===== src/rtl/chroma_key_compositor.sv =====
// ============================================================================
// Module      : chroma_key_compositor
// Description : Green-screen mixer. Replaces keyed foreground pixels with the
//               matching background pixel and marks the last pixel of a frame.
// Revision    : 1.0 - initial release
// ============================================================================
`default_nettype none

module chroma_key_compositor #(
    parameter int         C_FRAME_PIXELS   = 307200,
    parameter int         C_CNT_WIDTH      = 20,
    parameter logic [7:0] C_GMIN_DEFAULT   = 8'h60,
    parameter logic [7:0] C_MARGIN_DEFAULT = 8'h20
) (
    input  logic                   FSL_Clk,
    input  logic                   FSL_Rst,
    input  logic [0:31]            FSL_S_Data,
    input  logic                   FSL_S_Control,
    input  logic                   FSL_S_Exists,
    output logic                   FSL_S_Read,
    input  logic [0:31]            BG_Data,
    input  logic                   BG_Valid,
    output logic                   BG_Ready,
    output logic [0:31]            FSL_M_Data,
    output logic                   FSL_M_Control,
    output logic                   FSL_M_Write,
    input  logic                   FSL_M_Full,
    output logic [C_CNT_WIDTH-1:0] KEYED_COUNT,
    output logic                   FRAME_DONE
);

    localparam logic [C_CNT_WIDTH-1:0] c_last_pixel = C_CNT_WIDTH'(C_FRAME_PIXELS - 1);
    localparam logic [3:0]             c_sel_gmin   = 4'd0;
    localparam logic [3:0]             c_sel_margin = 4'd1;
    localparam logic [3:0]             c_sel_resync = 4'd2;

    logic [7:0]             r_gmin;
    logic [7:0]             r_margin;
    logic                   r_s1_valid;
    logic [0:31]            r_s1_fg;
    logic [0:31]            r_s1_bg;
    logic [7:0]             r_s1_gmin;
    logic [7:0]             r_s1_margin;
    logic                   r_s2_valid;
    logic [0:31]            r_s2_data;
    logic                   r_s2_ctrl;
    logic [C_CNT_WIDTH-1:0] r_pix_cnt;
    logic [C_CNT_WIDTH-1:0] r_keyed_acc;
    logic [C_CNT_WIDTH-1:0] r_keyed_count;
    logic                   r_frame_done;

    logic                   w_en;
    logic                   w_pix_acc;
    logic                   w_cfg_acc;
    logic [3:0]             w_cfg_sel;
    logic [7:0]             w_cfg_val;
    logic                   w_resync;
    logic [7:0]             w_r;
    logic [7:0]             w_g;
    logic [7:0]             w_b;
    logic [8:0]             w_r_lim;
    logic [8:0]             w_b_lim;
    logic                   w_keyed;
    logic                   w_frame_end;

    // Reset also blocks pops so nothing is consumed in the reset cycle.
    assign w_en      = !FSL_Rst && !(r_s2_valid && FSL_M_Full);
    assign w_pix_acc = w_en && FSL_S_Exists && !FSL_S_Control && BG_Valid;
    assign w_cfg_acc = w_en && FSL_S_Exists && FSL_S_Control;

    assign FSL_S_Read = w_en && FSL_S_Exists && (FSL_S_Control || BG_Valid);
    assign BG_Ready   = w_pix_acc;

    assign w_cfg_sel = FSL_S_Data[0:3];
    assign w_cfg_val = FSL_S_Data[24:31];
    assign w_resync  = w_cfg_acc && (w_cfg_sel == c_sel_resync);

    // Thresholds travel with the pixel so later config words never affect it.
    assign w_r     = r_s1_fg[8:15];
    assign w_g     = r_s1_fg[16:23];
    assign w_b     = r_s1_fg[24:31];
    assign w_r_lim = {1'b0, w_r} + {1'b0, r_s1_margin};
    assign w_b_lim = {1'b0, w_b} + {1'b0, r_s1_margin};
    assign w_keyed = (w_g >= r_s1_gmin) && ({1'b0, w_g} > w_r_lim) && ({1'b0, w_g} > w_b_lim);

    assign w_frame_end = (r_pix_cnt == c_last_pixel);

    always_ff @(posedge FSL_Clk) begin
        if (FSL_Rst) begin
            r_gmin        <= C_GMIN_DEFAULT;
            r_margin      <= C_MARGIN_DEFAULT;
            r_s1_valid    <= 1'b0;
            r_s1_fg       <= '0;
            r_s1_bg       <= '0;
            r_s1_gmin     <= '0;
            r_s1_margin   <= '0;
            r_s2_valid    <= 1'b0;
            r_s2_data     <= '0;
            r_s2_ctrl     <= 1'b0;
            r_pix_cnt     <= '0;
            r_keyed_acc   <= '0;
            r_keyed_count <= '0;
            r_frame_done  <= 1'b0;
        end else begin
            r_frame_done <= 1'b0;

            if (w_cfg_acc) begin
                case (w_cfg_sel)
                    c_sel_gmin:   r_gmin   <= w_cfg_val;
                    c_sel_margin: r_margin <= w_cfg_val;
                    default:      ;
                endcase
            end

            if (w_en) begin
                r_s1_valid <= w_pix_acc;
                if (w_pix_acc) begin
                    r_s1_fg     <= FSL_S_Data;
                    r_s1_bg     <= BG_Data;
                    r_s1_gmin   <= r_gmin;
                    r_s1_margin <= r_margin;
                end

                r_s2_valid <= r_s1_valid;
                if (r_s1_valid) begin
                    r_s2_data <= w_keyed ? r_s1_bg : r_s1_fg;
                    r_s2_ctrl <= w_frame_end;
                    if (w_frame_end) begin
                        r_pix_cnt     <= '0;
                        r_keyed_count <= r_keyed_acc + C_CNT_WIDTH'(w_keyed);
                        r_keyed_acc   <= '0;
                        r_frame_done  <= 1'b1;
                    end else begin
                        r_pix_cnt   <= r_pix_cnt + 1'b1;
                        r_keyed_acc <= r_keyed_acc + C_CNT_WIDTH'(w_keyed);
                    end
                end
            end

            // Later assignment wins: a coincident frame end is retired first.
            if (w_resync) begin
                r_pix_cnt   <= '0;
                r_keyed_acc <= '0;
            end
        end
    end

    assign FSL_M_Data    = r_s2_data;
    assign FSL_M_Control = r_s2_ctrl;
    assign FSL_M_Write   = r_s2_valid;
    assign KEYED_COUNT   = r_keyed_count;
    assign FRAME_DONE    = r_frame_done;

endmodule

`default_nettype wire

===== config.mk =====
export PLATFORM = sky130hd
export DESIGN_NAME = chroma_key_compositor
export DESIGN_NICKNAME = d
export VERILOG_FILES = /design/src/rtl/chroma_key_compositor.sv
export SDC_FILE = /design/constraint.sdc
export NUM_CORES = 1
export LEC_CHECK = 0
export BUFFER_PORTS_ARGS = -buffer_cell sky130_fd_sc_hd__buf_4
export CAP_MARGIN = 0
export CORE_AREA = 5 5 138 140
export DETAILED_ROUTE_END_ITERATION = 12
export DIE_AREA = 0 0 143 145
export GPL_TIMING_DRIVEN = 0
export HOLD_SLACK_MARGIN = 0.15
export PLACE_DENSITY = 0.76
export SYNTH_ARGS = -nofsm -noshare
export SYNTH_HDL_FRONTEND = slang
export SYNTH_SLANG_ARGS = --single-unit

===== constraint.sdc =====
create_clock -name FSL_Clk -period 4.64 [get_ports FSL_Clk]
set_clock_uncertainty 0.05 [all_clocks]
set_input_delay 1.16 -clock FSL_Clk [delete_from_list [all_inputs] [get_ports FSL_Clk]]
set_output_delay 1.16 -clock FSL_Clk [all_outputs]
set_load 0.02 [all_outputs]

==> results.txt <==
----------------------------------------------------
[Synth]
  Fraction of the mapped netlist area in compound gates ... 0.184
  Synth Warn # ... 0
  Basic-gate share of the synthesized area counting and, or, nand and nor cells ... 0.221
  Cell Area, Synth ... between 9000 and 10000 sq um
  Post-Synth Adder-Cell Area ... 0.0639
  Gate Count Post-Synth ... roughly 1100
  Number of nets in the synthesized netlist ... 1205
  Mux share of post-synthesis cell area ... 0.0221
  Number of distinct standard cells referenced by the synthesized netlist ... 54
  Top FF cell, synth ... dfxtp_1
  Main combinational cell family by area after synthesis ... simple AND/OR/NAND/NOR gates
  #FFs+latches synth ... approximately 190
  Number of flops mapped to enable cells by yosys ... 0
  Share of synthesized area occupied by flip-flops and latches ... 0.425
  Share of synthesized flip-flops with an asynchronous set or reset ... 0
  Mean cell area of the mapped netlist ... 8.30 sq um
  Fraction of synthesized cell area in xor and xnor cells ... 0.0416

[Timing]
  Actual slew at the worst max-slew pin ... 0.917 ns
  Total count of max-transition violations in the final report ... 0
  Rel. slew slack ... 0.386
  RSZ-0062 raised after global routing ... true
  Final setup violation count ... 4
  Post-Route Hold Slack ... 0.400 ns
  Crit path time final ... 4.71 ns
  Sum Neg Setup Slack ... -0.182 ns
  Post-route fraction of the period consumed by the critical path ... 1.01
  Worst Slack Setup Final ... -0.0663 ns
  Fmax ... around 210 MHz
  Final count of hold timing violations ... 0

[Cells and area]
  Number of fillers in the final layout ... 1500
  Layout Area Growth over Synthesis ... 24.1%
  Share of cells above drive strength 1 ... 0.182
  Core utilization of the finished layout ... 0.634
  Commonest cells after routing, fill and taps aside ... nand2_1 (199), dfxtp_1 (185), buf_4 (150), a21oi_1 (114), nor2_1 (81)
  Total area of multi-input combinational cells ... about 5000 sq um
  Area taken by flip-flops and latches ... between 3000 and 4000 sq um
  Number of antenna repair diodes ... 0
  Most common cell after layout, fill and taps aside ... nand2_1
  Final nets ... 1371

[Routing]
  Iter 0 DRT Violations ... about 630
  Vias per std cell ... 5.73
  Length of the first detailed-routing pass in iterations ... 5
  Number of routed nets with antenna violations ... 0
  Total wirelength of the detailed-routed design ... 26.7 mm
  Average wire length per cell after detail routing ... 17.8 um
  Vias ... 8568
  Count of unresolved DRC violations after routing ... 0

[Outcome]
  Result of the run ... complete, but fails checks
  Violations in the final reports ... negative setup slack

[Clocking]
  Clock-pin transition on the worst setup and hold timing paths ... 0.07 ns
  Number of buffers created by CTS ... 17
  TritonCTS clock tree ... done
  Hold buffers post-CTS ... 0
  Sink Count ... between 150 and 200
  Total number of H-tree levels ... 4
  Worst-case clock buffer depth ... 2
  Clk Tree Root Cell ... clkbuf_16
  Clock latency at the later pin of the worst-skew pair ... around 0.44 ns

[Setup path]
  Required time at the endpoint of the critical path ... just under 5 ns
  Critical path fanouts, max ... 28
  Reg2Reg Setup Slack ... -0.07 ns
  Critical Path Start Type ... flip-flop
  Reg-to-reg startpoint ... r_s1_fg[30]$_SDFFE_PP0P_
  Depth of the worst register-to-register path ... 22
  Critical path capture point type ... flip-flop
  Kind of critical path ... reg2reg
  CP arrival ... 5.02 ns
  Worst R2R End ... r_keyed_acc[17]$_SDFFE_PP0P_

[Power]
  Static power due to leakage ... 4.18 nW
  Ratio of total power to cell area ... between 300 and 400 nW/um^2
  Post-layout total power ... 3.40 mW
  Peak VDD IR ... 0.283 mV

[Placement]
  Port bufs ... around 130
  GPL Wtd Cong ... 0.956
  DP HPWL ... slightly below 20 mm

[Hold path]
  Worst min-delay path endpoint ... r_s1_bg[3]$_SDFFE_PP0P_
  Path category of the worst min-delay check ... reg2reg
  Worst hold path startpoint ... r_s1_bg[3]$_SDFFE_PP0P_
  Hold Path Depth ... 2

[GRT]
  Global-route wire length before repair ... 41.9 mm
  Pin count of the biggest net entering global routing ... 29
  Global router's overall resource usage ... 0.252
  Leftover overflow at the end of global routing ... 0
  Vias in the first global route ... 8165
  Antenna violations before repair ... 0

[Die]
  Core outline area ... 17700 sq um
  Number of rows created at floorplan ... slightly below 50
  Starting utilization of the core area ... 0.511
  Die area ... 20700 sq um
  I/O pin count ... between 100 and 150
  Vertical die dimension ... 145 um
  DIE WIDTH ... between 100 and 150 um

[Run]
  Max Cap Violations ... 0

----------------------------------------------------
area by class of cell:
class                      instances  area share
inverter                          17     0.00568
clock buffer                      22      0.0440
buffer                            72      0.0260
multi-input combinational        804       0.445
timing repair buffer             152       0.103
clock inverter                     8     0.00713
tap                              229      0.0255
sequential                       192       0.344
routing by layer:
metal	track usage	share of wire	wire [um]
met2	0.401	0.47	12500
met1	0.334	0.43	11400
met5	0	0	0
met4	0.0998	0.035	925
met3	0.0546	0.069	1850
cell families (layout without fill, tap and decap cells):
kind of cell | Yosys count | count (layout)
XOR/XNOR | 43 | 43
buffers and inverters | 94 | 271
AND/OR/NAND/NOR | 410 | 410
adder cells (fa/ha/maj) | 45 | 45
AO/OA/AOI/OAI | 286 | 286
multiplexers | 20 | 20
flip-flops | 192 | 192
sequential cells by signal, indices dropped and copies added (netlist names):
signal,count
KEYED_COUNT,20
r_keyed_acc,20
FSL_M_Data,32
r_pix_cnt,20
r_s1_bg,32
r_s1_margin,8
FSL_M_Write,1
r_margin,8
FSL_M_Control,1
r_gmin,8
r_s1_gmin,8
r_s1_valid,1
FRAME_DONE,1
r_s1_fg,32
synth_stat cells, types with 4 or more instances:
cell type	instances	share of area
nand2_1	201	0.083
dfxtp_1	192	0.42
a21oi_1	121	0.067
nor2_1	82	0.034
clkbuf_1	67	0.028
o21ai_0	56	0.031
ha_1	43	0.059
a31oi_1	33	0.023
o31ai_1	32	0.027
or4b_1	31	0.034
xor2_1	27	0.026
mux2i_1	20	0.022
nand3_1	17	0.0094
inv_1	16	0.0066
nand4_1	16	0.011
xnor2_1	16	0.015
a211oi_1	13	0.011
nand3b_1	12	0.010
nor2b_1	11	0.0076
nor3_1	10	0.0055
a21o_1	7	0.0058
and3_1	6	0.0041
o21ai_1	6	0.0033
buf_2	5	0.0028
o21a_1	5	0.0041
and4_1	4	0.0039
what timing repair did:
action | 4_1_cts | 5_1_grt
pin swaps | 21 | 28
endpoints found under the setup margin | 29 | 33
buffers inserted | 20 | 8
gates resized for setup | 22 | 21
worst max-delay path: stages (launching register included):
cell and delay, ns:
dfxtp_4 0.36, ha_4 0.23, a21o_1 0.19, a21oi_2 0.17, nor2b_1 0.07, o21a_1 0.21
o41a_1 0.41, xnor2_2 0.15, ha_1 0.30, buf_4 0.11, nand4_1 0.08, a22o_1 0.26
buf_4 0.25, nor3_4 0.32, ha_4 0.21, nand2_4 0.06, nor3_4 0.15, and4_1 0.22
buf_6 0.12, buf_6 0.10, nand3_4 0.07, or4_1 0.41, a21oi_1 0.13
worst max-delay path by stage:
stage,slack (ns),endpoint,startpoint
after CTS,-0.13,r_keyed_acc[19]$_SDFFE_PP0P_,r_s1_fg[30]$_SDFFE_PP0P_
after global placement,-0.60,r_keyed_acc[18]$_SDFFE_PP0P_,r_s1_fg[30]$_SDFFE_PP0P_
after floorplan,-0.006,r_keyed_acc[17]$_SDFFE_PP0P_,r_s1_fg[30]$_SDFFE_PP0P_
final,-0.07,r_keyed_acc[17]$_SDFFE_PP0P_,r_s1_fg[30]$_SDFFE_PP0P_
after detailed placement,-0.69,r_keyed_acc[18]$_SDFFE_PP0P_,r_s1_fg[31]$_SDFFE_PP0P_
after global routing,-0.24,r_keyed_acc[18]$_SDFFE_PP0P_,r_s1_fg[30]$_SDFFE_PP0P_
through the flow:
| step | instance area (sq um) | std cells | setup slack, ns |
|---|---|---|---|
| 6_report | 11200 | 1496 | -0.0663 |
| 3_3_place_gp | 10300 | 1445 | -0.601 |
| 5_1_grt | 11200 | 1496 | -0.243 |
| 4_1_cts | 11100 | 1490 | -0.132 |
| 3_5_place_dp | 10300 | 1445 | -0.685 |
| 2_1_floorplan | 9120 | 1090 | -0.00555 |
report_power, final:
part / switching, mW / internal [mW] / total (mW)
Combinational: 0.189 / 0.105 / 0.294
Sequential: 0.0148 / 1.66 / 1.68
Clock: 0.624 / 0.806 / 1.43
Total: 0.828 / 2.57 / 3.40
Power figures use the tool's default switching activity.
